File: config.mk
export PLATFORM = sky130hd
export DESIGN_NAME = hazard_ctrl
export DESIGN_NICKNAME = d
export VERILOG_FILES = /design/src/rtl/mips_pkg.sv /design/src/rtl/div_occupancy.sv /design/src/rtl/hazard_ctrl.sv
export SDC_FILE = /design/constraint.sdc
export NUM_CORES = 1
export LEC_CHECK = 0
export CAP_MARGIN = 30
export CORE_UTILIZATION = 42
export DETAILED_ROUTE_END_ITERATION = 16
export PLACE_DENSITY = 0.86
export SYNTH_ARGS = -nofsm -noshare
export SYNTH_HDL_FRONTEND = slang
export SYNTH_SLANG_ARGS = --single-unit
File: constraint.sdc
create_clock -name clk -period 2.9 [get_ports clk]
set_clock_uncertainty 0.2 [all_clocks]
set_input_delay 0.58 -clock clk [delete_from_list [all_inputs] [get_ports clk]]
set_output_delay 0.58 -clock clk [all_outputs]
set_load 0.1 [all_outputs]
File: src/rtl/mips_pkg.sv
// mips_pkg: shared encodings for the MIPS pipeline control slice.
//   FWD_*      : E-stage ALU operand forwarding selects
//   div_state_t: divider occupancy FSM states
//   REG_ZERO   : architectural zero register index (never forwarded/hazarded)
package mips_pkg;

  localparam logic [1:0] FWD_RF = 2'b00;
  localparam logic [1:0] FWD_W  = 2'b01;
  localparam logic [1:0] FWD_M  = 2'b10;

  typedef enum logic [1:0] {
    DIV_IDLE = 2'b00,
    DIV_BUSY = 2'b01,
    DIV_DONE = 2'b10
  } div_state_t;

  localparam int unsigned REG_ZERO = 0;

endpackage

File: src/rtl/div_occupancy.sv
// div_occupancy: tracks how long a multi-cycle divide occupies the E stage.
// Ports:
//   clk, resetn  : clock, async active-low reset
//   div_e        : div/divu instruction present in E
//   except_m     : exception taken in M (aborts any divide)
//   memwait      : M-stage memory wait (freezes the countdown)
//   busy         : FSM in BUSY
//   done         : FSM in DONE (the divide leaves E this cycle)
//   div_stall    : divide is holding E and everything before it
module div_occupancy
  import mips_pkg::*;
#(
  parameter int unsigned DIV_LAT = 32
) (
  input  logic clk,
  input  logic resetn,
  input  logic div_e,
  input  logic except_m,
  input  logic memwait,
  output logic busy,
  output logic done,
  output logic div_stall
);

  localparam int unsigned CW = $clog2(DIV_LAT);
  localparam logic [CW-1:0] LOAD = CW'(DIV_LAT - 2);

  div_state_t state, state_next;
  logic [CW-1:0] cnt, cnt_next;

  always_ff @(posedge clk or negedge resetn) begin
    if (!resetn) begin
      state <= DIV_IDLE;
      cnt   <= '0;
    end else begin
      state <= state_next;
      cnt   <= cnt_next;
    end
  end

  // The issue cycle in IDLE plus the BUSY cycles make up DIV_LAT-1 stalled
  // cycles; DONE is the cycle on which the divide advances. With DIV_LAT=2
  // there are no BUSY cycles, so IDLE goes straight to DONE.
  always_comb begin
    state_next = state;
    cnt_next   = cnt;
    if (except_m) begin
      state_next = DIV_IDLE;
      cnt_next   = '0;
    end else begin
      case (state)
        DIV_IDLE: begin
          if (div_e && !memwait) begin
            if (LOAD == '0) begin
              state_next = DIV_DONE;
              cnt_next   = '0;
            end else begin
              state_next = DIV_BUSY;
              cnt_next   = LOAD;
            end
          end
        end
        DIV_BUSY: begin
          if (!memwait) begin
            if (cnt <= CW'(1)) begin
              state_next = DIV_DONE;
              cnt_next   = '0;
            end else begin
              cnt_next = cnt - CW'(1);
            end
          end
        end
        DIV_DONE: begin
          state_next = DIV_IDLE;
        end
        default: begin
          state_next = DIV_IDLE;
          cnt_next   = '0;
        end
      endcase
    end
  end

  always_comb begin
    busy      = (state == DIV_BUSY);
    done      = (state == DIV_DONE);
    div_stall = ((state == DIV_IDLE) && div_e) || (state == DIV_BUSY);
  end

endmodule

File: src/rtl/hazard_ctrl.sv
// hazard_ctrl: hazard detection, forwarding and stall/flush control for the
// 5-stage MIPS pipeline.
// Ports:
//   clk, resetn                 : clock, async active-low reset
//   rs_d, rt_d, rs_e, rt_e      : D/E-stage source registers
//   wreg_e/m/w, regwrite_e/m/w  : destination register and write enable per stage
//   memtoreg_e/m                : load in E / M
//   branch_d                    : branch compare in D
//   div_e                       : divide in E
//   dmem_req_m, dmem_ready_m    : M-stage memory access and completion
//   except_m                    : exception taken in M
//   fwd_a_e, fwd_b_e            : ALU operand selects (FWD_M / FWD_W / FWD_RF)
//   fwd_a_d, fwd_b_d            : branch-compare forward from M
//   stall_f/d/e/m               : hold stage register
//   flush_d/e/m/w               : bubble stage register
//   div_busy, div_done          : divider occupancy state
//   stall_cnt                   : saturating count of cycles with stall_f=1
module hazard_ctrl
  import mips_pkg::*;
#(
  parameter int unsigned AW      = 5,
  parameter int unsigned DIV_LAT = 32,
  parameter int unsigned PERF_W  = 16
) (
  input  logic              clk,
  input  logic              resetn,
  input  logic [AW-1:0]     rs_d,
  input  logic [AW-1:0]     rt_d,
  input  logic [AW-1:0]     rs_e,
  input  logic [AW-1:0]     rt_e,
  input  logic [AW-1:0]     wreg_e,
  input  logic [AW-1:0]     wreg_m,
  input  logic [AW-1:0]     wreg_w,
  input  logic              regwrite_e,
  input  logic              regwrite_m,
  input  logic              regwrite_w,
  input  logic              memtoreg_e,
  input  logic              memtoreg_m,
  input  logic              branch_d,
  input  logic              div_e,
  input  logic              dmem_req_m,
  input  logic              dmem_ready_m,
  input  logic              except_m,
  output logic [1:0]        fwd_a_e,
  output logic [1:0]        fwd_b_e,
  output logic              fwd_a_d,
  output logic              fwd_b_d,
  output logic              stall_f,
  output logic              stall_d,
  output logic              stall_e,
  output logic              stall_m,
  output logic              flush_d,
  output logic              flush_e,
  output logic              flush_m,
  output logic              flush_w,
  output logic              div_busy,
  output logic              div_done,
  output logic [PERF_W-1:0] stall_cnt
);

  localparam logic [AW-1:0] ZERO = AW'(REG_ZERO);

  logic memwait;
  logic div_stall;
  logic lwstall;
  logic brstall;

  assign memwait = dmem_req_m && !dmem_ready_m;

  div_occupancy #(
    .DIV_LAT (DIV_LAT)
  ) u_div (
    .clk       (clk),
    .resetn    (resetn),
    .div_e     (div_e),
    .except_m  (except_m),
    .memwait   (memwait),
    .busy      (div_busy),
    .done      (div_done),
    .div_stall (div_stall)
  );

  // Forwarding: the younger M result takes precedence over W.
  always_comb begin
    fwd_a_e = FWD_RF;
    if (rs_e != ZERO && regwrite_m && rs_e == wreg_m)      fwd_a_e = FWD_M;
    else if (rs_e != ZERO && regwrite_w && rs_e == wreg_w) fwd_a_e = FWD_W;

    fwd_b_e = FWD_RF;
    if (rt_e != ZERO && regwrite_m && rt_e == wreg_m)      fwd_b_e = FWD_M;
    else if (rt_e != ZERO && regwrite_w && rt_e == wreg_w) fwd_b_e = FWD_W;

    fwd_a_d = (rs_d != ZERO) && (rs_d == wreg_m) && regwrite_m && !memtoreg_m;
    fwd_b_d = (rt_d != ZERO) && (rt_d == wreg_m) && regwrite_m && !memtoreg_m;
  end

  always_comb begin
    lwstall = memtoreg_e && regwrite_e && (wreg_e != ZERO) &&
              ((rs_d == wreg_e) || (rt_d == wreg_e));
    brstall = branch_d &&
              ((regwrite_e && (wreg_e != ZERO) &&
                ((wreg_e == rs_d) || (wreg_e == rt_d))) ||
               (memtoreg_m && (wreg_m != ZERO) &&
                ((wreg_m == rs_d) || (wreg_m == rt_d))));
  end

  // Strict priority; a load-use stall under a divide stall is simply dropped
  // because D stays held and the check repeats once E advances.
  always_comb begin
    stall_f = 1'b0;
    stall_d = 1'b0;
    stall_e = 1'b0;
    stall_m = 1'b0;
    flush_d = 1'b0;
    flush_e = 1'b0;
    flush_m = 1'b0;
    flush_w = 1'b0;
    if (except_m) begin
      flush_d = 1'b1;
      flush_e = 1'b1;
      flush_m = 1'b1;
    end else if (memwait) begin
      stall_f = 1'b1;
      stall_d = 1'b1;
      stall_e = 1'b1;
      stall_m = 1'b1;
      flush_w = 1'b1;
    end else if (div_stall) begin
      stall_f = 1'b1;
      stall_d = 1'b1;
      stall_e = 1'b1;
      flush_m = 1'b1;
    end else if (lwstall || brstall) begin
      stall_f = 1'b1;
      stall_d = 1'b1;
      flush_e = 1'b1;
    end
  end

  always_ff @(posedge clk or negedge resetn) begin
    if (!resetn) begin
      stall_cnt <= '0;
    end else if (stall_f && (stall_cnt != '1)) begin
      stall_cnt <= stall_cnt + PERF_W'(1);
    end
  end

endmodule

* Word-level counts from Yosys, hierarchy flattened
Index checks and enable logic that the tools add are counted.
** Word-level totals
- Register bits :: 23
- Input port bits :: 47
- Output and inout bits :: 32
- Word-level logic and storage cells :: 98
** Cells by class
- Add/sub/neg operators :: 2
- $lt $le $gt $ge :: 1
- Equal/unequal tests :: 19
- Mux-type cells :: 29
- Reduce and logical (&&, ||, !) cells :: 44
** Operators by type and width (number)
- $eq A5 B5 Y1 :: 12
- $reduce_bool A5 Y1 :: 6
- $logic_and A1 B1 Y1 :: 26
- $mux W5 :: 4
- $mux W1 :: 17
- $add A16 B1 Y16 const B :: 1
- $ne A16 B16 Y1 const B :: 1
- $pmux W5 S3 :: 1
- $mux W2 :: 6
- $logic_or A1 B1 Y1 :: 6
- $ne A3 B2 Y1 const B :: 2
- $reduce_and A3 Y1 :: 2
- $le A5 B1 Y1 const B :: 1
- $sub A5 B1 Y5 const B :: 1
- $pmux W2 S2 :: 1
- $logic_not A1 Y1 :: 3
- $ne A3 B3 Y1 const B :: 1
- $eq A2 B1 Y1 const B :: 1
- $eq A2 B2 Y1 const B :: 1
- $logic_not A2 Y1 :: 1
- $ne A2 B2 Y1 const B :: 1

* Depth between registers and ports, before layout
Gate-level depths: netlist (run 1).
- Depth in word-level cells :: 11
- Depth in mapped cells :: 10
- Depth with buffers taken out :: 8

* Modules after synthesis
Synthesis (run 1) repeated with hierarchy kept, for this count alone.
** Unflattened totals
- Cells, all modules :: 227
- Area total of the unflattened synthesis :: 1998.2 um^2
** By module, submodules not included
- hazard_ctrl :: instances 1, cells an instance 173, area each 1531.5 um^2, sequential area each 400.4 um^2
- div_occupancy :: instances 1, cells an instance 54, area each 466.7 um^2, sequential area each 175.2 um^2

* Worst setup path before layout (run 1)
No wires, ideal clock.
- Kind :: input port to output port
- From :: in wreg_m[4]
- To :: out fwd_b_e[0]
- Arrival time :: 5900 ps
- Required time :: 2120 ps
- Slack :: -3780 ps
- Stages on the path :: 5
- Path buffers :: 1
- Path through :: clkbuf_1 > xnor2_1 > nand4_1 > nor4_1 > nor4_1
** On the way
- Cells in the longest elaborated chain, start to end :: 3
** RTL lines
- start: declaration :: RTL line hazard_ctrl.sv:32 : input logic [AW-1:0] wreg_m,
- $eq A5 B5 Y1 :: RTL line hazard_ctrl.sv:90 : if (rt_e != ZERO && regwrite_m && rt_e == wreg_m) fwd_b_e = FWD_M;
- $logic_and A1 B1 Y1 :: RTL line hazard_ctrl.sv:90
- $mux W2 :: RTL line hazard_ctrl.sv:90
- end: declaration :: RTL line hazard_ctrl.sv:45 : output logic [1:0] fwd_b_e,
Every way passes these cells.

* Worst setup path after layout (run 1)
- From :: in wreg_m[4]
- To :: out stall_f
** On the way
- Cells in the longest elaborated chain, start to end :: 10
- Elaborated cells between the ends (all ways) :: 13
- Those cells by class :: eq/ne (2); mux (4); reduce/logical (7)
** RTL lines
- $eq A5 B5 Y1 / $reduce_bool A5 Y1 (equally long branches) :: RTL line hazard_ctrl.sv:104, hazard_ctrl.sv:103
- $logic_or A1 B1 Y1 / $logic_and A1 B1 Y1 (equally long branches) :: RTL line hazard_ctrl.sv:104, hazard_ctrl.sv:103
- $logic_and A1 B1 Y1 * :: RTL line hazard_ctrl.sv:103 : (memtoreg_m && (wreg_m != ZERO) &&
- $logic_or A1 B1 Y1 * :: RTL line hazard_ctrl.sv:102 : ((wreg_e == rs_d) || (wreg_e == rt_d))) ||
- $logic_and A1 B1 Y1 * :: RTL line hazard_ctrl.sv:100 : brstall = branch_d &&
- $logic_or A1 B1 Y1 * :: RTL line hazard_ctrl.sv:133 : end else if (lwstall || brstall) begin
- $mux W1 * :: RTL line hazard_ctrl.sv:133
- $mux W1 * :: RTL line hazard_ctrl.sv:128 : end else if (div_stall) begin
- $mux W1 * :: RTL line hazard_ctrl.sv:122 : end else if (memwait) begin
- $mux W1 * :: RTL line hazard_ctrl.sv:118 : if (except_m) begin
- end: declaration :: RTL line hazard_ctrl.sv:48 : output logic stall_f,
Every way passes the cells marked *; elsewhere a longest branch is shown, timed or not.

==> results of run 1 <==
how the worst min path moves through the flow:
stage	endpoint	slack, ns	cells past startpoint
finish	stall_cnt[8]$_DFFE_PN0P_	0.29	1
global route	stall_cnt[6]$_DFFE_PN0P_	0.35	1
detailed placement	stall_cnt[8]$_DFFE_PN0P_	0.29	1
floorplan	stall_cnt[0]$_DFFE_PN0P_	0.08	0
global placement	stall_cnt[8]$_DFFE_PN0P_	0.28	1
CTS	stall_cnt[8]$_DFFE_PN0P_	0.30	1
cell usage after synthesis, types with 3 or more instances:
cell type / n
nor3_1: 9
o21ai_0: 7
nor2_1: 19
and3_1: 3
dfrtp_1: 23
nor2b_1: 4
ha_1: 3
xor2_1: 16
nand4_1: 10
xnor2_1: 38
a21oi_1: 3
or4_1: 5
inv_1: 5
buf_4: 4
nor4_1: 4
nand3_1: 16
nand2_1: 15
layout by cell type (no fill, tap or decap), types with 3 or more instances in the layout:
master and instances:
buf_4 54, nor2b_1 4, o21ai_0 7, inv_1 5, nand3_1 15, clkdlybuf4s50_1 18
xnor2_2 3, xor2_1 15, or4_4 3, clkdlybuf4s15_1 9, nor4_4 4, ha_1 3
and3_1 3, dlygate4sd2_1 16, nor3_1 6, nor2_1 15, nand2_1 15, clkbuf_8 3
nand4_1 10, nor2_4 3, a21oi_4 3, xnor2_1 35, dfrtp_1 23, buf_12 15
worst max-delay path: stages:
cell and delay (ns):
clkdlybuf4s15_2 0.27, xor2_1 0.17, nor3_1 0.20, nand3_1 0.15, a21oi_2 0.23, a21oi_4 0.08
a21oi_4 0.20, buf_12 0.20
state kept, by name, summed over array words and instances (netlist names):
register	cells
stall_cnt	16
u_div.state	2
u_div.cnt	5
report_power, final:
part,switching [uW],leakage (uW),internal [uW]
Clock,103,0.0000255,95.9
Combinational,653,0.00104,310
Sequential,93.1,0.000303,386
layout make-up:
| cell class | count | area (sq um) |
|---|---|---|
| clock buffers | 3 | 41.3 |
| clock inverters | 1 | 5.00 |
| fillers | 254 | 867 |
| inverters | 5 | 18.8 |
| multi-input cells | 172 | 1360 |
| flip-flops and latches | 23 | 576 |
| well taps | 50 | 62.6 |
| repair buffers | 116 | 1150 |
logic make-up (layout without fill, tap and decap cells):
logic type | after synthesis | count (layout) | share of synthesized area, %
compound gates | 21 | 21 | 8.68
buf+inv | 15 | 125 | 4.85
xor+xnor | 54 | 54 | 25.8
simple gates | 93 | 93 | 26.6
mux | 1 | 1 | 0.615
fa+ha+maj | 3 | 3 | 2.05
flops | 23 | 23 | 31.4
through the flow:
| stage | instance area (sq um) | instances | power (uW) | hold WS (ns) | TNS, ns |
|---|---|---|---|---|---|
| 3_3_place_gp | 3130 | 362 | 1420 | 0.277 | -2.85 |
| 6_report | 3220 | 370 | 1640 | 0.295 | 0 |
| 5_1_grt | 3220 | 370 | 1710 | 0.351 | 0 |
| 4_1_cts | 3210 | 370 | 1650 | 0.297 | 0 |
| 2_1_floorplan | 2040 | 210 | 1140 | 0.0844 | -1.22 |
| 3_5_place_dp | 3130 | 362 | 1450 | 0.285 | -5.63 |
metal layers:
metal / part of all wire (%) / global-route usage [%] / vias to the layer above
met5: 0 / 0 / -
met4: 1.7 / 9.64 / 0
met3: 5.5 / 4.50 / 13
met2: 52 / 49.8 / 65
met1: 41 / 32.4 / 965
li1: - / - / 947
what timing repair did:
| action | CTS | global route |
|---|---|---|
| setup buffers | 4 | 0 |
| hold endpoints to repair | 0 | 0 |
| setup endpoints to repair | 12 | 7 |
| pin swaps | 17 | 8 |
| resized for setup | 46 | 5 |
==> impl_results.md, run 1 <==
* Status: complete, no violations
* DR iter-0 viols at 75
* CTS clk-pin slew, worst paths at roughly 0.09 ns
* CP endpoint kind: primary output
* Worst Setup SP: wreg_m[4]
* Vias at 1990
* Peak Freq at 348 MHz
* Die Area at 0.00463 sq mm
* Largest net degree at the start of global routing at 24
* Pre-CTS setup slack at -0.377 ns
* Number of synthesized register bits at 23
* CP max FO at 5
* Mean Syn Cell Area at 8.72 sq um
* Worst-case reg-to-reg path depth at 8
* Worst slew margin at 66.5%
* Sequential element share of the synthesized area at 31.4%
* Synth top area share at 31.4%
* Gr ovfl total at 0
* Core area at 0.00409 sq mm
* Maximum vdd drop at 0.603 mV
* Number of synthesized flops with an enable pin at 0
* Die H at 68.0 um
* Die width at 68.0 um
* Worst EP required at 2.12 ns
* Cell taking the most area after synthesis: dfrtp_1
* Vias in the first global route at 2057
* Mapped Nets at between 200 and 300
* H-tree lvl count at 1
* Cells after Synth at 210
* Mapped cell area at 0.00183 sq mm
* Pwr dens at 510 mW/mm^2
* Synth Flop Type: dfrtp_1
* Root buffer cell: clkbuf_8
* WL final at slightly above 6000 um
* Post-layout util at 78.8%
* Final #Nets at roughly 370
* WL per Instance at 16.5 um
* Worst setup endpoint: stall_f
* Synth async-reset ratio at between 90% and 100%
* Syn-to-layout area delta at 75.8%
* Final worst slack at 0.0250 ns
* Startpoint types: input port
* Antenna Nets Post-Route at 0
* Remaining DRCs at 0
* Reg2reg setup slack at 0.64 ns
* Worst Hold Class: reg -> reg
* Ranking of synthesized cells by area: dfrtp_1 31%, xnor2_1 18%, xor2_1 7.7%
* Arrival time at the worst endpoint at 2.09 ns
* Crit path kind: in -> out
* First-pass GRT wire length at 9430 um
* Ratio of cells with drive above 1 in the final layout at 33.4%
* I/O Buffers at 78
* Worst r2r src: stall_cnt[1]$_DFFE_PN0P_
* DR pass1 iterations at 4
* Hold Vio Cnt, Final at 0
* Initial antenna violation count at 0
* Starting Density at between 40% and 50%
* Drt via density at ~5.4
* Min-delay src: stall_cnt[8]$_DFFE_PN0P_
* Final setup violation count at 0
* Maximum Capacitance Violations at 0
* # hold bufs at CTS at 0
* Crit path time final at 2.87 ns
* FP Rows at 23
* Clk_lat worst skew at 0.27 ns
* Gpl congestion at about 0.9
* CTS tree: done
* Worst-Margin Slew at 0.502 ns
* Final worst path period share at 99.1%
* Antenna fix cells at 0
* Clock buffer depth at 2
* Clk sink count at 23
* R2R Path End: stall_cnt[1]$_DFFE_PN0P_
* CTS Buf Count at 3
* GR Util All Layers at 27.5%
* Netlist cell types at 37
* Max-slew violation count at 0
* Unrepaired setup endpoints after global routing: false
* Lkg Pwr at 0.00137 uW
* HPWL Detailed at 4940 um
* # IOs at 79
* Yosys warnings at 0
Power figures use the tool's default switching activity.
==> inputs of run 2 (changes only) <==
- CTS_CLUSTER_DIAMETER: not set -> 80
==> results of run 2 <==
Final layout, timing and power as in run 1 (identical DEF).
==> inputs of run 3 (changes only) <==
- PLACE_DENSITY: 0.86 -> 0.84
- SYNTH_HIERARCHICAL: not set -> 1
==> impl_results.md, run 3 <==
* Status: complete, but fails checks (was complete, no violations)
* Failing checks: DRC
* Cells after Synth at 227 (was 210)
* Hold Vio Cnt, Final at 0 (unchanged)
* Initial antenna violation count at 0 (unchanged)
* Yosys warnings at 6 (was 0)
* Die H at 71.0 um (was 68.0 um)
* GR Util All Layers at 24.7% (was 27.5%)
* Worst-Margin Slew at 0.527 ns (was 0.502 ns)
* Worst Hold Class: reg -> reg (unchanged)
* Post-layout util at 76.6% (was 78.8%)
* Worst slew margin at 64.5% (was 66.5%)
* Unrepaired setup endpoints after global routing: true (was false)
* Die width at 71.0 um (was 68.0 um)
* WL per Instance at 15.3 um (was 16.5 um)
* Largest reg by FF count: stall_cnt (unchanged)
* Root buffer cell: clkbuf_8 (unchanged)
* Worst r2r src: stall_cnt[0]$_DFFE_PN0P_ (was stall_cnt[1]$_DFFE_PN0P_)
* Mean Syn Cell Area at 8.80 sq um (was 8.72 sq um)
* Multi-input gate area at 0.00151 sq mm (was 0.00136 sq mm)
* Min-delay src: stall_cnt[10]$_DFFE_PN0P_ (was stall_cnt[8]$_DFFE_PN0P_)
* CP endpoint kind: primary output (unchanged)
* Max FFs per register at 16 (unchanged)
* Number of synthesized register bits at 23 (unchanged)
* First-pass GRT wire length at 9860 um (was 9430 um)
* Max-slew violation count at 0 (unchanged)
* Maximum Capacitance Violations at 0 (unchanged)
* Reg2reg setup slack at 0.42 ns (was 0.64 ns)
* Largest net degree at the start of global routing at 24 (unchanged)
* Leading registers by flop count: stall_cnt: 16 flops, u_div/cnt: 5 flops, u_div/state: 2 flops (was stall_cnt: 16 flops, u_div.cnt: 5 flops, u_div.state: 2 flops)
* Clk sink count at 23 (unchanged)
* CTS Buf Count at 3 (unchanged)
* Synth Flop Type: dfrtp_1 (unchanged)
* Hold Path Depth at 1 (unchanged)
* # hold bufs at CTS at 0 (unchanged)
* Sequential element share of the synthesized area at 28.8% (was 31.4%)
* Mapped Nets at 277 (was 260)
* Number of synthesized flops with an enable pin at 0 (unchanged)
* Syn-to-layout area delta at 71.6% (was 75.8%)
* Remaining DRCs at 4 (was 0)
* Setup TNS at 0 ns (unchanged)
* Gr ovfl total at 0 (unchanged)
* Lkg Pwr at 0.00146 uW (was 0.00137 uW)
* Worst EP required at 2.12 ns (about the same)
* DR iter-0 viols at 134 (was 75)
* FP Rows at 24 (was 23)
* Gpl congestion at 0.846 (was 0.895)
* Crit path time final at 2.90 ns (was 2.87 ns)
* Register area at 576 sq um (unchanged)
* HPWL Detailed at 4660 um (was 4940 um)
* Final worst path period share at 99.9% (was 99.1%)
* Worst-case reg-to-reg path depth at 8 (unchanged)
* Vias at 2136 (was 1990)
* H-tree lvl count at 1 (unchanged)
* Vias in the first global route at 2124 (was 2057)
* Core area at 0.00447 sq mm (was 0.00409 sq mm)
* Startpoint types: input port (unchanged)
* Pwr dens at 467 mW/mm^2 (was 510 mW/mm^2)
* Peak Freq at 345 MHz (was 348 MHz)
* Antenna fix cells at 0 (unchanged)
* Die Area at 0.00504 sq mm (was 0.00463 sq mm)
* # IOs at 79 (unchanged)
* Crit path kind: in -> out (unchanged)
* Ratio of cells with drive above 1 in the final layout at 36.8% (was 33.4%)
* Starting Density at 44.7% (was 44.8%)
* Commonest non-fill, non-tap cell in the layout: buf_4 (unchanged)
* Most frequent cells in the layout: 63 x buf_4, 30 x xnor2_1, 23 x dfrtp_1 (was 54 x buf_4, 35 x xnor2_1, 23 x dfrtp_1)
* R2R Path End: stall_cnt[1]$_DFFE_PN0P_ (unchanged)
* Ranking of synthesized cells by area: dfrtp_1 29%, xnor2_1 14%, xor2_1 8.8% (was dfrtp_1 31%, xnor2_1 18%, xor2_1 7.7%)
* WL final at 6030 um (was 6120 um)
* CTS tree: done (unchanged)
* Synth top cells by count: 32 x xnor2_1, 23 x dfrtp_1, 21 x nor2_1, 20 x xor2_1, 14 x nand3_1 (was 38 x xnor2_1, 23 x dfrtp_1, 19 x nor2_1, 16 x nand3_1, 16 x xor2_1)
* Synth async-reset ratio at 100% (unchanged)
* Netlist cell types at 48 (was 37)
* Hold worst-path end: stall_cnt[10]$_DFFE_PN0P_ (was stall_cnt[8]$_DFFE_PN0P_)
* Hold WS at 0.310 ns (was 0.295 ns)
* Critical path's largest stage delay at 0.54 ns (was 0.27 ns)
* Final setup violation count at 0 (unchanged)
* Mapped cell area at 0.00200 sq mm (was 0.00183 sq mm)
* Count leader, synth: xnor2_1 (unchanged)
* Fill count at 276 (was 254)
* Synth top area share at 28.8% (was 31.4%)
* Final #Nets at 393 (was 371)
* CTS clk-pin slew, worst paths at 0.08 ns (was 0.09 ns)
* Drt via density at 5.42 (was 5.38)
* DR pass1 iterations at 10 (was 4)
* I/O Buffers at 78 (unchanged)
* Maximum vdd drop at 0.553 mV (was 0.603 mV)
* Antenna Nets Post-Route at 0 (unchanged)
* Cell taking the most area after synthesis: dfrtp_1 (unchanged)
* Arrival time at the worst endpoint at 2.12 ns (was 2.09 ns)
* CP max FO at 3 (was 5)
* Clock buffer depth at 2 (unchanged)
* Clk_lat worst skew at 0.26 ns (was 0.27 ns)
* CP max stage cell: or4_4 (was clkdlybuf4s15_2)
* Cells along the critical path: buf_6 > or4_4 > o221ai_4 > and2b_2 > nor2_4 > a21oi_4 > buf_12 (was clkdlybuf4s15_2 > xor2_1 > nor3_1 > nand3_1 > a21oi_2 > a21oi_4 > a21oi_4 > buf_12)
[run 3: cell count changes in the layout (fill, tap and decap cells not counted), sizes merged, moves of 3 or more]
cell	change
buf	+11
nor3	+5
xor2	+4
xnor2	-6
a311oi	+3
o21ai	-3
clkdlybuf4s15	-3
nand4	-5
o22ai	+3
[run 3: layout make-up]
type | instances | area share [%]
Multi-Input combinational cell | 184 | 44.0
Timing Repair Buffer | 124 | 35.2
Sequential cell | 23 | 16.8
Tap cell | 52 | 1.90
Clock buffer | 4 | 1.31
Inverter | 7 | 0.766
[run 3: power by group]
group	internal [uW]	switching [uW]	total (uW)
sequential	376	85.2	462
clock	98.1	100	198
combinational	317	624	940
total	791	809	1600
[run 3: routing by layer]
metal  wire length (um)  GRT usage (%)  up-vias
met2               3150           44.2       83
met3                273           1.57        7
met5                  0              0        -
met1               2530           32.6     1010
li1                   -              -     1036
met4                 85           6.00        0
[run 3: how the worst max path moves through the flow]
| stage | from | to | cells past startpoint |
|---|---|---|---|
| after floorplan | wreg_m[2] | fwd_b_e[0] | 5 |
| after global placement | wreg_e[1] | stall_f | 7 |
| after detailed placement | wreg_e[1] | stall_f | 7 |
| after CTS | rs_d[0] | stall_f | 8 |
| after global routing | wreg_e[3] | stall_f | 7 |
| final | wreg_e[3] | stall_f | 7 |
[run 3: through the flow]
stage	total power, uW	area [sq um]	worst slack, ns	std cells
floorplan	1100	2180	-0.432	227
CTS	1590	3360	0.00403	391
global route	1680	3430	-0.0569	394
detailed placement	1390	3240	-0.346	379
finish	1600	3430	0.00371	394
global placement	1360	3240	-0.281	379
[run 3: logic make-up (layout without fill, tap and decap cells)]
| family | count (synthesis) | after routing | synth area share, % |
|---|---|---|---|
| simple gates | 95 | 95 | 26.2 |
| buf+inv | 20 | 135 | 6.20 |
| xor+xnor | 52 | 52 | 22.8 |
| fa+ha+maj | 3 | 3 | 1.88 |
| compound gates | 32 | 32 | 12.9 |
| flops | 23 | 23 | 28.8 |
| mux | 2 | 2 | 1.25 |
[run 3: timing repair]
| item | CTS | global route |
|---|---|---|
| gates resized for setup | 50 | 16 |
| pin swaps | 16 | 14 |
| setup endpoints to repair | 9 | 11 |
| buffers inserted | 8 | 2 |
| gates cloned | 0 | 1 |
[run 3: worst max-delay path, delay by kind of cell]
kind / cells / cell delay [ns]
buf+inv: 2 / 0.26
simple gates: 3 / 0.99
compound gates: 2 / 0.28
